--- config.mk ---
export PLATFORM = sky130hd
export DESIGN_NAME = div_issue_ctrl
export DESIGN_NICKNAME = d
export VERILOG_FILES = /design/src/rtl/div_issue_ctrl.sv
export SDC_FILE = /design/constraint.sdc
export NUM_CORES = 1
export LEC_CHECK = 0
export CAP_MARGIN = 20
export CORE_ASPECT_RATIO = 1.1
export CORE_MARGIN = 5
export CORE_UTILIZATION = 40
export DETAILED_ROUTE_END_ITERATION = 10
export GPL_TIMING_DRIVEN = 1
export PLACE_DENSITY = 0.8
export SLEW_MARGIN = 20
export SYNTH_ARGS = -nofsm -noshare
export SYNTH_HDL_FRONTEND = slang
export SYNTH_SLANG_ARGS = --single-unit
--- constraint.sdc ---
create_clock -name clk -period 1.8 [get_ports clk]
set_input_delay 0.45 -clock clk [delete_from_list [all_inputs] [get_ports clk]]
set_output_delay 0.45 -clock clk [all_outputs]
set_load 0.03 [all_outputs]
--- src/rtl/div_issue_ctrl.sv ---
// div_issue_ctrl: EX-side divider request/stall FSM owning HI/LO; DIV_ZERO_BYPASS_EN skips issue on divide-by-zero
module div_issue_ctrl #(
    parameter int DW = 32
) (
    input  logic            clk,
    input  logic            rst,
    input  logic            ex_div_op,
    input  logic            ex_div_sign,
    input  logic [DW-1:0]   ex_rs_val,
    input  logic [DW-1:0]   ex_rt_val,
    input  logic            ex_flush,
    input  logic            hi_we,
    input  logic            lo_we,
    input  logic [DW-1:0]   hilo_wdata,
    output logic            div_valid,
    output logic            div_sign,
    output logic [DW-1:0]   div_a,
    output logic [DW-1:0]   div_b,
    input  logic            div_run,
    input  logic [2*DW-1:0] div_result,
    output logic            div_ready,
    output logic            stall_div,
    output logic [DW-1:0]   hi_out,
    output logic [DW-1:0]   lo_out
);
    typedef enum logic [2:0] {IDLE, ISSUE, WAIT, DONE, DRAIN} state_t;
    state_t state_q, state_d;
    logic sign_q, sign_d;
    logic [DW-1:0] a_q, a_d, b_q, b_d, hi_q, hi_d, lo_q, lo_d;
    logic take, zero_div, res_we;
`ifdef DIV_ZERO_BYPASS_EN
    assign zero_div = ex_rt_val == '0;
`else
    assign zero_div = 1'b0;
`endif
    assign take      = ex_div_op & ~ex_flush;
    assign div_valid = state_q == ISSUE;
    assign div_ready = (state_q == WAIT || state_q == DRAIN) && div_run;
    assign stall_div = take && state_q != DONE;
    assign res_we    = state_q == WAIT && div_run && !ex_flush;
    assign div_sign  = sign_q;
    assign div_a     = a_q;
    assign div_b     = b_q;
    assign hi_out    = hi_q;
    assign lo_out    = lo_q;
    always_comb begin
        state_d = state_q;
        case (state_q)
            IDLE:    state_d = take ? (zero_div ? DONE : ISSUE) : IDLE;
            ISSUE:   state_d = ex_flush ? DRAIN : WAIT;
            WAIT:    state_d = div_run ? (ex_flush ? IDLE : DONE) : (ex_flush ? DRAIN : WAIT);
            DRAIN:   state_d = div_run ? IDLE : DRAIN;
            default: state_d = IDLE;
        endcase
    end
    always_comb begin
        sign_d = sign_q;
        a_d    = a_q;
        b_d    = b_q;
        if (state_q == IDLE && take && !zero_div) begin
            sign_d = ex_div_sign;
            a_d    = ex_rs_val;
            b_d    = ex_rt_val;
        end
        // a divider write on this edge overrides any MTHI/MTLO
        hi_d = res_we ? div_result[2*DW-1:DW] : (hi_we ? hilo_wdata : hi_q);
        lo_d = res_we ? div_result[DW-1:0]    : (lo_we ? hilo_wdata : lo_q);
    end
    always_ff @(posedge clk) begin
        if (!rst) begin
            state_q <= IDLE;
            sign_q  <= 1'b0;
            a_q     <= '0;
            b_q     <= '0;
            hi_q    <= '0;
            lo_q    <= '0;
        end else begin
            state_q <= state_d;
            sign_q  <= sign_d;
            a_q     <= a_d;
            b_q     <= b_d;
            hi_q    <= hi_d;
            lo_q    <= lo_d;
        end
    end
endmodule

==> impl_metrics.json <==
{
  "status": "completed",
  "cts_tree": "done",
  "hold_viol": 0,
  "synth-warning-count": 0,
  "critical_path.cell_chain": "inv_1 > a311oi_2 > buf_4",
  "cap_viol_max_count": 0,
  "synth_adder_area_share": 0,
  "ys_types": 32,
  "relSlewSlack": 0.682,
  "clkTransAtPathRegs_ns": 0.05,
  "p_total_mw": 8.44,
  "synth_top_family_by_area": "multiplexers",
  "cp_slowest_cell": "dfxtp_4",
  "drive_gt1_frac": 0.141,
  "routed_wl_um": 19200,
  "insertion_delay_ns": 0.41,
  "syn_avg_cell_area_um2": 9.00,
  "post-route-period-util": 0.967,
  "std_cell_rows": 47,
  "grt_max_degree": 76,
  "reg2reg_depth": 4,
  "yosys.area_share.simple": 0.201,
  "hp-class": "in2reg",
  "max_freq_mhz": 575,
  "clockBufferDepth": 2,
  "area_growth_pct": 60.1,
  "critPathLaunchType": "flop",
  "syn-cell-area_um2": 6050,
  "p_per_area_nw_per_um2": 872,
  "diodes": 0,
  "vias": 5780,
  "portBuffers": 299,
  "synth_compound_area_frac": 0.0596,
  "reg2reg_slack_ns": 0.37,
  "hold_buffers": 0,
  "arrival_ns": 1.29,
  "die_w_um": 127,
  "fin_crit_ns": 1.74,
  "core_area_um2": 14900,
  "cp-end-kind": "primary output",
  "final_util": 0.648,
  "avgRoutedWirePerCell_um": 16.6,
  "dp_slack_ns": -0.262,
  "worst-path-max-fanout": 7,
  "maxSlewViolCount": 0,
  "worst_pin_slew_ns": 0.477,
  "track_usage": 0.208,
  "drc": 0,
  "rsz0062_at_grt": "true",
  "synth_seq_cells": 132,
  "ant_nets": 0,
  "setup_violations": 0,
  "crit_type": "reg2out",
  "die_area_um2": 17700,
  "leakagePower_nw": 4.25,
  "syn_nets": 840,
  "first_global_vias": 5479,
  "die_h_um": 139,
  "yosysSeqAreaShare": 0.437,
  "gp_congestion": 0.813,
  "peakVddDrop_v": 0.000582,
  "synthCells": 672,
  "fin_nets": 1115,
  "grt_pass1_wl_um": 29500,
  "synth_edf_count": 0,
  "async_reset_ff_frac": 0,
  "synth-main-ff-cell": "dfxtp_1",
  "hold_path_depth": 3,
  "dr.first_iter.drc_count": 282,
  "start_util": 0.405,
  "slowest_delay_ns": 0.41,
  "cts.sinks": 132,
  "gr-total-overflow": 0,
  "ios": 300,
  "synth_xor_area_frac": 0.00290,
  "via_per_inst": 5.00,
  "n_fill_cell": 1288,
  "cts_made_buffers": 17,
  "worst_ep_required_time_ns": 1.35,
  "fin_skew_ns": 0.00909,
  "dr.pass1.iters": 7,
  "cts_max_level": 4,
  "fin_ws_ns": 0.0601,
  "dpl.hpwl_um": 14000,
  "synth.area.mux_share": 0.227,
  "antenna_found_initial": 0,
  "root_buffer": "clkbuf_16"
}
==> worst paths after layout <==
| kind | startpoint | endpoint |
|---|---|---|
| hold / removal | rst | lo_out[28] |
| setup reg to reg | state_q[2] | lo_out[6] |
| hold reg to reg | div_sign | div_sign |
| setup / recovery | state_q[2] | stall_div |
==> cell usage in the layout (no fill, tap or decap), types with 2 or more instances in the layout <==
| cell | synthesis | final |
|---|---|---|
| buf_12 | 1 | 11 |
| buf_4 | 12 | 18 |
| bufinv_16 | 0 | 4 |
| clkbuf_1 | 32 | 2 |
| clkbuf_16 | 0 | 17 |
| clkbuf_8 | 0 | 3 |
| clkdlybuf4s50_1 | 0 | 162 |
| clkinv_2 | 0 | 3 |
| dfxtp_1 | 132 | 129 |
| dfxtp_4 | 0 | 3 |
| dlygate4sd2_1 | 0 | 131 |
| inv_1 | 2 | 2 |
| mux2_2 | 64 | 64 |
| mux2i_1 | 65 | 65 |
| nand2_1 | 194 | 194 |
| nand4_1 | 64 | 64 |
| o21ai_0 | 30 | 30 |
| o21ai_1 | 34 | 34 |
==> where the power goes <==
part           switching, mW  total, mW  internal, mW
Sequential            0.0841       3.18          3.09
Combinational          0.828       1.60         0.773
Clock                   1.25       3.66          2.42
==> worst max-delay path: cells and delay by family, from the launching register on <==
family / cells / cell delay (ns)
AOI/OAI and AO/OA: 1 / 0.19
buffers and inverters: 2 / 0.28
DFF: 1 / 0.41
==> synth_stat cells, types with 2 or more instances <==
| cell | number | share of area |
|---|---|---|
| buf_1 | 2 | 0.0012 |
| buf_2 | 10 | 0.0083 |
| buf_4 | 12 | 0.015 |
| buf_6 | 7 | 0.013 |
| buf_8 | 4 | 0.0099 |
| clkbuf_1 | 32 | 0.020 |
| dfxtp_1 | 132 | 0.44 |
| inv_1 | 2 | 0.0012 |
| mux2_2 | 64 | 0.12 |
| mux2i_1 | 65 | 0.11 |
| nand2_1 | 194 | 0.12 |
| nand4_1 | 64 | 0.066 |
| nor3b_1 | 3 | 0.0037 |
| o21ai_0 | 30 | 0.025 |
| o21ai_1 | 34 | 0.028 |
==> state kept, by name, indices dropped and copies added, names as in the netlist <==
register	flops
div_a	32
lo_out	32
state_q	3
div_b	32
hi_out	32
div_sign	1
==> layout make-up <==
type	instances	area [um2]	area share
inverter	2	7.51	0.000775
timing repair buffer	325	3150	0.326
sequential	132	2650	0.274
tap	196	245	0.0253
multi-input combinational	469	3000	0.310
clock inverter	9	151	0.0156
clock buffer	22	474	0.0490
==> repair_timing <==
| item | 4_1_cts | 5_1_grt |
|---|---|---|
| buffers inserted | 0 | 0 |
| endpoints found under the setup margin | 132 | 3 |
| pin swaps | 0 | 0 |
| hold endpoints to repair | 0 | 0 |
| cloned | 0 | 0 |
| gates resized for setup | 134 | 4 |
==> metrics by stage <==
step | hold slack (ns) | setup TNS [ns] | std cells | instance area, um2
global route | 0.382 | -0.0175 | 1155 | 9690
finish | 0.379 | 0 | 1155 | 9690
global placement | 0.442 | -20.70 | 1124 | 9210
CTS | 0.361 | 0 | 1155 | 9670
floorplan | 0.583 | 0 | 672 | 6070
detailed placement | 0.448 | -23.08 | 1124 | 9210
==> cell families (layout without fill, tap and decap cells) <==
logic type / after synthesis / after routing
mux: 129 / 129
xor+xnor: 2 / 2
flops: 132 / 132
simple gates: 269 / 269
compound gates: 69 / 69
buf+inv: 71 / 358
==> per-layer routing <==
layer,wire length [um],track usage,vias up
met5,0,0,-
met4,330,0.0711,0
met3,1620,0.0686,23
met2,9250,0.351,231
met1,8030,0.248,2649
li1,-,-,2877
Note: power is estimated with default switching activity, not from simulation.
